<file path="src/rtl/fifo_rd_ctrl.sv">
// Read-side controller of the asynchronous FIFO: write-pointer synchronizer,
// Gray/binary read pointer, empty and level flags, and a registered valid/ready output stage.
module fifo_rd_ctrl #(
  parameter int Data_Width = 8,
  parameter int Addr_Width = 8
) (
  input  logic                  rd_clk,
  input  logic                  rd_rst,
  input  logic [Addr_Width:0]   wr_ptr_gray,
  input  logic [Data_Width-1:0] mem_data,
  output logic [Addr_Width:0]   rd_addr,
  output logic [Addr_Width:0]   rd_ptr_gray,
  output logic                  empty,
  output logic [Addr_Width:0]   rd_level,
  output logic [Data_Width-1:0] dout,
  output logic                  dout_valid,
  input  logic                  dout_ready
);

  localparam int PW = Addr_Width + 1;

  logic [PW-1:0]         wq1_reg, wq2_reg, wq2_bin;
  logic [PW-1:0]         rd_bin_reg, rd_bin_next;
  logic [PW-1:0]         rd_gray_reg, rd_gray_next;
  logic [PW-1:0]         rd_bin_inc;
  logic [Data_Width-1:0] dout_reg, dout_next;
  logic                  dout_valid_reg, dout_valid_next;
  logic                  empty_int;
  logic                  pop;

  // Gray to binary: each binary bit is the XOR of all Gray bits at or above it.
  genvar gi;
  generate
    for (gi = 0; gi < PW; gi++) begin : g_gray2bin
      assign wq2_bin[gi] = ^wq2_reg[PW-1:gi];
    end
  endgenerate

  // Empty compares registered values only, so it can lag but never lie.
  assign empty_int  = (rd_gray_reg == wq2_reg);
  assign rd_bin_inc = rd_bin_reg + PW'(1);
  assign pop        = !empty_int && (!dout_valid_reg || dout_ready);

  always_comb begin
    rd_bin_next     = rd_bin_reg;
    rd_gray_next    = rd_gray_reg;
    dout_next       = dout_reg;
    dout_valid_next = dout_valid_reg;
    if (pop) begin
      rd_bin_next     = rd_bin_inc;
      rd_gray_next    = rd_bin_inc ^ (rd_bin_inc >> 1);
      dout_next       = mem_data;
      dout_valid_next = 1'b1;
    end else if (dout_valid_reg && dout_ready) begin
      dout_valid_next = 1'b0;
    end
  end

  always_ff @(posedge rd_clk) begin
    if (rd_rst) begin
      wq1_reg        <= '0;
      wq2_reg        <= '0;
      rd_bin_reg     <= '0;
      rd_gray_reg    <= '0;
      dout_reg       <= '0;
      dout_valid_reg <= 1'b0;
    end else begin
      wq1_reg        <= wr_ptr_gray;
      wq2_reg        <= wq1_reg;
      rd_bin_reg     <= rd_bin_next;
      rd_gray_reg    <= rd_gray_next;
      dout_reg       <= dout_next;
      dout_valid_reg <= dout_valid_next;
    end
  end

  assign rd_addr     = rd_bin_reg;
  assign rd_ptr_gray = rd_gray_reg;
  assign empty       = empty_int;
  assign rd_level    = wq2_bin - rd_bin_reg;
  assign dout        = dout_reg;
  assign dout_valid  = dout_valid_reg;

endmodule

</file>
<file path="config.mk">
export PLATFORM = sky130hd
export DESIGN_NAME = fifo_rd_ctrl
export DESIGN_NICKNAME = d
export VERILOG_FILES = /design/src/rtl/fifo_rd_ctrl.sv
export SDC_FILE = /design/constraint.sdc
export NUM_CORES = 1
export LEC_CHECK = 0
export BUFFER_PORTS_ARGS = -buffer_cell sky130_fd_sc_hd__buf_2
export CORE_MARGIN = 4
export CORE_UTILIZATION = 30
export DETAILED_ROUTE_END_ITERATION = 6
export PLACE_DENSITY = 0.59
export REMOVE_ABC_BUFFERS = 1
export SKIP_CTS_REPAIR_TIMING = 1
export SLEW_MARGIN = 20
export SYNTH_ARGS = -nofsm -noshare
export SYNTH_HDL_FRONTEND = slang
export SYNTH_SLANG_ARGS = --single-unit
</file>
<file path="constraint.sdc">
create_clock -name rd_clk -period 4 [get_ports rd_clk]
set_input_delay 1 -clock rd_clk [delete_from_list [all_inputs] [get_ports rd_clk]]
set_output_delay 1 -clock rd_clk [all_outputs]
set_load 0.02 [all_outputs]
</file>
==> reports/metrics.cfg, run 1 <==
[cells_and_area]
register_area_um2=888
drive_gt1_share_pct=30.1
final_common_cell=buf_2
multi_input_area_um2=1370
fin_nets=332
area_growth_pct=22.3
most-common-layout-cells=51 x buf_2, 42 x dfxtp_1, 32 x nor2_1, 23 x xnor2_1, 22 x nor2b_1
num_antenna_cells=0
nFillCells=765
final_util_pct=38.4

[timing]
setup_tns_ps=-202
fin_skew_ps=9.40
setup_violations=3
finalMaxSlewViolations=0
clock.fmax_ghz=0.243
min_period_ps=4120
worst_pin_slew_ps=652
rsz0062_at_grt=true
fin_ws_ps=-121
maxSlewHeadroom_pct=56.1
final_hold_viol_count=0
period_share_pct=103
hold-worst-slack_ps=437

[synthesis]
synthTopCellsByArea=dfxtp_1 38%, xnor2_1 9.0%, mux2i_1 6.0%, nor2b_1 5.9%, nor2_1 5.2%
yosysWarnings=0
postSynth.asyncResetShare_pct=0
synth_top_area_share_pct=37.9
avgSynthCellArea_um2=9.45
yosys_most_used_dff=dfxtp_1
yosysUniqueCellTypes=48
yosysTopAreaCell=dfxtp_1
ys_seq_area_share_pct=37.9
netlist_instances=246
synth_edf_count=0
syn_area_um2=2320
ys_seq_elements=44

[cts]
cts_sinks=44
cts_root_buf=clkbuf_8
cts_buffers=5
clk_latency_ps=290
cts_tree=done
clkTransAtPathRegs_ps=70
cts_max_path_buffers=2
htree_levels=2

[placed_design]
place_ws_ps=-13.8
port_buffers=56
gp_routability_congestion=0.825
hpwl_um=3970

[power_and_ir_drop]
powerDensity_nw_per_um2=525
power_leakage_nw=1.28
ir_drop_v=0.000196
finalPower_mw=1.49

[worst_setup_path]
r2r-start=rd_addr[0]
worst-setup-path-type=reg -> out
setup.worst_path.end_class=primary output
cp.required_ps=3000
worst_setup_path_start_kind=register
max_stage_delay_ps=370
cp-startpoint=wq2_reg[7]
path_buf_inv=2
critPathArrivalTime_ps=3120
worstPathMaxFanout=2
crit_chain=xor2_4 > xor2_2 > xor2_2 > xnor2_2 > xnor2_1 > ha_2 > inv_2 > fa_2 > a21o_1 > a211oi_2 > nor2_1 > o22ai_1 > xnor2_1 > buf_4
crit_family=XOR/XNOR gates
critPathSlowestCell=dfxtp_4

[min_path]
hold_class=reg -> reg
holdCritStartpoint=wq1_reg[5]

[global_route]
overflow=0
grt_use_total_pct=11.5
grt_pass1_wl_um=8320
antenna_found_initial=0
grt_pass1_vias=1723
grt_max_degree=28

[floorplanning]
io_pins=57
die_y_um=96.0
start_util_pct=31.4
rows=31
chipWidth_um=96.0
coreArea_um2=7410
die_area_um2=9220

[outcome]
status=complete, but fails checks
violations=setup timing

[routing]
routed_wl_um=5060
drt_iter0_drc=109
antenna_left=0
dr.pass1.iters=4
num_vias=1830
drc=0
wl_per_cell_um=12.6
via_per_inst=4.56

[job]
cap_viol_max_count=0

==> cells in the mapped netlist, types with 2 or more instances <==
cell type / n
nor2_1: 32
mux2i_1: 14
a31oi_1: 2
nand2_1: 5
nor3_1: 3
o21ai_0: 5
a211oi_1: 4
xor2_2: 3
a21oi_1: 4
nor4_1: 2
xor2_1: 10
ha_1: 9
mux2_2: 4
nand3_1: 5
clkbuf_1: 5
nand4_1: 3
dfxtp_1: 44
buf_4: 3
a31o_2: 2
o31ai_1: 2
nor2b_1: 22
xnor2_1: 24
inv_1: 11
nor3b_1: 2
buf_2: 3
==> power breakdown <==
group / switching, mW / internal, mW
combinational: 0.397 / 0.305
clock: 0.139 / 0.119
sequential: 0.0475 / 0.484
total: 0.584 / 0.908
==> final timing paths <==
check / to / slack [ps] / cells after the start
worst min-delay path: wq2_reg[5] / 440 / 1
worst min register to register: wq2_reg[5] / 440 / 1
worst max-delay path: rd_level[8] / -120 / 14
worst max register to register: rd_ptr_gray[6] / 1750 / 6
==> per-layer routing <==
metal  GRT usage (%)  vias up  share of wire [%]
li1                -      930                  -
met1            15.6      852                 47
met2            18.2       46                 47
met3            3.13        2                5.6
met4            2.13        0               0.26
met5               0        -                  0
==> per-stage QoR <==
stage,std cells,area (um^2)
finish,401,2840
global route,401,2840
CTS,400,2780
detailed placement,393,2700
global placement,393,2700
floorplan,233,2250
==> worst reg2reg max path, cell delays in order, from the launching register on <==
cell,delay (ps)
dfxtp_1,510
ha_1,470
a21bo_2,270
a211oi_1,370
o22a_1,210
xnor2_1,70
a31o_2,240
==> kinds of logic after synthesis <==
| group | share of synthesized area (%) |
|---|---|
| compound gates | 9.15 |
| flops | 37.9 |
| mux | 8.62 |
| simple gates | 17.9 |
| xor+xnor | 15.6 |
| buf+inv | 5.06 |
| fa+ha+maj | 5.71 |
==> cell type report <==
type	instances	share of cell area [%]
Tap cell	99	4.36
Clock inverter	1	0.176
Timing Repair Buffer	62	11.9
Sequential cell	44	31.2
Multi-Input combinational cell	177	48.2
Clock buffer	6	2.55
Inverter	12	1.58
Power figures use the tool's default switching activity.
==> inputs of run 2 (changes only) <==
Settings changed: CELL_PAD_IN_SITES_DETAIL_PLACEMENT set to 1, CELL_PAD_IN_SITES_GLOBAL_PLACEMENT set to 2, PLACE_DENSITY 0.59 to 0.84, REMOVE_ABC_BUFFERS 1 to not set.
==> reports/metrics.cfg, run 2 (synthesis results as in run 1) <==
[outcome]
status=complete, but fails checks
violations=setup timing

[worst_setup_path]
worstPathMaxFanout=2
reg2reg_depth=6
worst-setup-path-type=reg -> out
r2r-start=rd_addr[0]
r2r-end=rd_ptr_gray[6]
setup.worst_path.end_class=primary output
r2r_slack_ps=1740
worst_setup_path_start_kind=register
critPathArrivalTime_ps=3180
cp.required_ps=3000

[routing]
drt_iter0_drc=53
via_per_inst=4.67
antenna_left=0
drc=0
wl_per_cell_um=14.3
num_vias=1883
routed_wl_um=5760
dr.pass1.iters=5

[cts]
clkTransAtPathRegs_ps=80
cts_max_path_buffers=2
cts_buffers=5
cts_tree=done
clk_latency_ps=300
cts_sinks=44
htree_levels=2
cts_root_buf=clkbuf_8

[power_and_ir_drop]
power_leakage_nw=1.30
swShare_pct=39.0
combPwrFrac_pct=45.3
p_int_mw=0.976
seqPwrFrac_pct=33.3
p_switching_mw=0.624
power_frac_clock_pct=21.4
ir_drop_v=0.000160
powerDensity_nw_per_um2=558

[cells_and_area]
area_growth_pct=23.4
final_common_cell=buf_2
nFillCells=877
num_antenna_cells=0
most-common-layout-cells=53 x buf_2, 42 x dfxtp_1, 30 x nor2_1, 23 x xnor2_1, 21 x nor2b_1
fin_nets=333
drive_gt1_share_pct=32.2
final_util_pct=38.7

[job]
cap_viol_max_count=0

[floorplanning]
rows=31
die_area_um2=9220
start_util_pct=31.4
chipWidth_um=96.0
coreArea_um2=7410
die_y_um=96.0
io_pins=57

[timing]
period_share_pct=104
fin_skew_ps=7.83
clock.fmax_ghz=0.239
final_hold_viol_count=0
worst_pin_slew_ps=883
maxSlewHeadroom_pct=41.1
setup_violations=3
min_period_ps=4180
finalMaxSlewViolations=0
rsz0062_at_grt=true
fin_ws_ps=-177

[global_route]
overflow=0
grt_use_total_pct=12.9
grt_pass1_wl_um=9230
met3_usage_pct=2.66
busiest_layer=met2
grtUsageMet2_pct=20.2
grt_max_degree=51
grtUsageMet1_pct=17.4
grt_pass1_vias=1891
antenna_found_initial=0

[min_path]
holdCritStartpoint=wq1_reg[4]
hold_class=reg -> reg
hold-path-cell-count=1
hold_end=wq2_reg[4]

[synthesis]
syn_nets=276

[placed_design]
place_ws_ps=-51.1
port_buffers=56
hpwl_um=4340
gp_routability_congestion=0.768

-- run 2: changes by cell type in the layout (fill, tap and decap cells not counted), moves of 2 or more --
cell	before	now
buf_2	51	53
dfxtp_2	0	2
dfxtp_4	2	0
nor2_1	32	30
nor2_2	0	2
-- run 2: layer usage --
layer  vias to the layer above  part of all wire (%)
li1                        930                     -
met1                       901                    47
met2                        44                    47
met3                         8                   4.2
met4                         0                   1.5
met5                         -                     0
-- run 2: area by class of cell --
cell class	count	area, um^2	area share (%)
clock buffer	5	68.8	2.40
tap	99	124	4.32
timing repair buffer	63	340	11.9
clock inverter	3	42.5	1.48
sequential	44	883	30.8
inverter	12	45.0	1.57
multi-input combinational	177	1360	47.6
-- run 2: power by group through the flow --
| stage | sequential [mW] | combinational (mW) | clock, mW |
|---|---|---|---|
| 6_report | 0.534 | 0.725 | 0.342 |
| 5_1_grt | 0.541 | 0.798 | 0.375 |
| 4_1_cts | 0.536 | 0.691 | 0.357 |
| 3_5_place_dp | 0.545 | 0.687 | 0 |
| 3_3_place_gp | 0.545 | 0.675 | 0 |
| 2_1_floorplan | 0.578 | 0.468 | 0 |
-- run 2: critical path, stage by stage (launching register included) --
cell,delay (ps)
dfxtp_2,370
xor2_2,210
xor2_2,220
xor2_2,220
xnor2_2,150
xnor2_1,160
ha_2,230
inv_2,40
fa_2,340
a21o_1,190
a211oi_2,210
nor2_2,100
o22ai_2,160
xnor2_1,130
buf_4,160
-- run 2: through the flow --
step / total power, mW / setup TNS [ps] / cells / hold WS, ps / area [um^2]
after floorplan: 1.05 / 0 / 246 / 414 / 2320
after global placement: 1.22 / 0 / 392 / 419 / 2690
after detailed placement: 1.23 / -51.1 / 392 / 425 / 2690
after CTS: 1.58 / -1180 / 400 / 446 / 2800
after global routing: 1.71 / -1070 / 403 / 456 / 2870
final: 1.60 / -366 / 403 / 442 / 2870
-- run 2: worst max path at each step --
stage / startpoint / end / slack, ps
2_1_floorplan: wq2_reg[8] / rd_level[8] / 130
3_3_place_gp: wq2_reg[8] / rd_level[8] / 40
3_5_place_dp: wq2_reg[8] / rd_level[8] / -50
4_1_cts: wq2_reg[8] / rd_level[8] / -400
5_1_grt: wq2_reg[8] / rd_level[8] / -370
6_report: wq2_reg[8] / rd_level[8] / -180
==> inputs of run 3 (changes only) <==
Settings changed: CORE_ASPECT_RATIO set to 1.5, MAX_ROUTING_LAYER set to met4.
==> reports/metrics.cfg, run 3 (synthesis results as in run 1) <==
[synthesis]
syn_nets=276

[floorplanning]
chipWidth_um=79.9
coreArea_um2=7560
io_pins=57
die_y_um=116
die_area_um2=9250
rows=39
start_util_pct=30.7

[outcome]
status=complete, but fails checks
violations=setup timing

[power_and_ir_drop]
power_leakage_nw=1.34
powerDensity_nw_per_um2=580
ir_drop_v=0.000301

[worst_setup_path]
critPathArrivalTime_ps=3150
cp-startpoint=wq2_reg[7]
critPathSlowestCell=dfxtp_4
worstPathMaxFanout=2
r2r-start=rd_addr[0]
max_stage_delay_ps=360
setup.worst_path.end_class=primary output
cp.required_ps=3000
worst_setup_path_start_kind=register
crit_chain=xor2_4 > xor2_2 > xor2_2 > xnor2_2 > xnor2_1 > ha_2 > inv_2 > fa_2 > a21o_1 > a211oi_2 > nor2_1 > o22ai_1 > xnor2_1 > buf_4
worst-setup-path-type=reg -> out

[routing]
drc=0
routed_wl_um=6170
num_vias=1914
wl_per_cell_um=15.0
drt_iter0_drc=47
via_per_inst=4.67
dr.pass1.iters=4
antenna_left=0

[timing]
final_hold_viol_count=0
fin_skew_ps=10.1
setup_tns_ps=-279
period_share_pct=104
worst_pin_slew_ps=874
min_period_ps=4150
finalMaxSlewViolations=0
maxSlewHeadroom_pct=41.7
setup_violations=4
clock.fmax_ghz=0.241
rsz0062_at_grt=true
fin_ws_ps=-150

[cells_and_area]
final_common_cell=buf_2
drive_gt1_share_pct=31.5
stdcell_count=410
fin_nets=337
register_area_um2=888
area_growth_pct=27.0
num_antenna_cells=0
most-common-layout-cells=53 x buf_2, 42 x dfxtp_1, 32 x nor2_1, 23 x xnor2_1, 22 x nor2b_1
final_util_pct=39.0
multi_input_area_um2=1370
nFillCells=899

[placed_design]
port_buffers=56
hpwl_um=4630
dp.cells=396
gp_routability_congestion=0.909

[global_route]
overflow=0
grt_max_degree=51
grt_use_total_pct=14.1
antenna_found_initial=0
grt_pass1_vias=2000
grt_pass1_wl_um=9770

[cts]
cts_buffers=5
cts_tree=done
cts_max_path_buffers=2
clkTransAtPathRegs_ps=60
cts_root_buf=clkbuf_16
clk_latency_ps=280
cts_sinks=44
htree_levels=2

[min_path]
holdCritStartpoint=wq1_reg[6]
hold_class=reg -> reg

[job]
cap_viol_max_count=0

[run 3: cell types whose count changed in the layout (fill, tap and decap cells not counted), moves of 2 or more]
cell / change
nor2_2: -2
buf_4: +4
dfxtp_2: -2
nor2_1: +2
clkbuf_8: -4
dfxtp_4: +2
clkbuf_16: +5
[run 3: power breakdown]
group / internal, mW / total (mW) / switching (mW)
registers: 0.485 / 0.527 / 0.0424
clock network: 0.249 / 0.413 / 0.165
logic: 0.324 / 0.770 / 0.446
total: 1.06 / 1.71 / 0.653
[run 3: worst paths after layout]
| path | endpoint | slack (ps) | depth (start not counted) |
|---|---|---|---|
| hold reg to reg | wq2_reg[6] | 430 | 1 |
| hold / removal | wq2_reg[6] | 430 | 1 |
| setup reg to reg | rd_ptr_gray[6] | 1700 | 7 |
| setup / recovery | rd_level[8] | -150 | 14 |
[run 3: critical path: cells and delay by family (launching register included)]
| family | cells | cell delay [ps] |
|---|---|---|
| fa+ha+maj | 2 | 550 |
| xor+xnor | 6 | 1090 |
| compound gates | 3 | 580 |
| buf+inv | 2 | 200 |
| flops | 1 | 360 |
| simple gates | 1 | 80 |
[run 3: through the flow]
step                hold slack, ps  total power, mW  cell area (um^2)  worst slack, ps
floorplan                      414             1.05              2320              135
global placement               422             1.26              2710             63.3
detailed placement             428             1.28              2710            -48.3
CTS                            435             1.70              2860             -365
global route                   452             1.82              2950             -309
finish                         428             1.71              2950             -150
[run 3: metal layers]
metal | GRT usage [%] | vias to the layer above | routed length (um)
met5 | - | - | 0
met4 | 4.74 | 0 | 114
met3 | 1.87 | 9 | 145
met2 | 27.0 | 35 | 3550
met1 | 14.5 | 928 | 2350
li1 | - | 942 | -
[run 3: final cells by class]
type	count	area share (%)
clock buffers	7	4.83
clock inverters	1	0.254
inverters	12	1.53
multi-input cells	177	46.4
flip-flops and latches	44	30.1
well taps	102	4.32
repair buffers	67	12.5
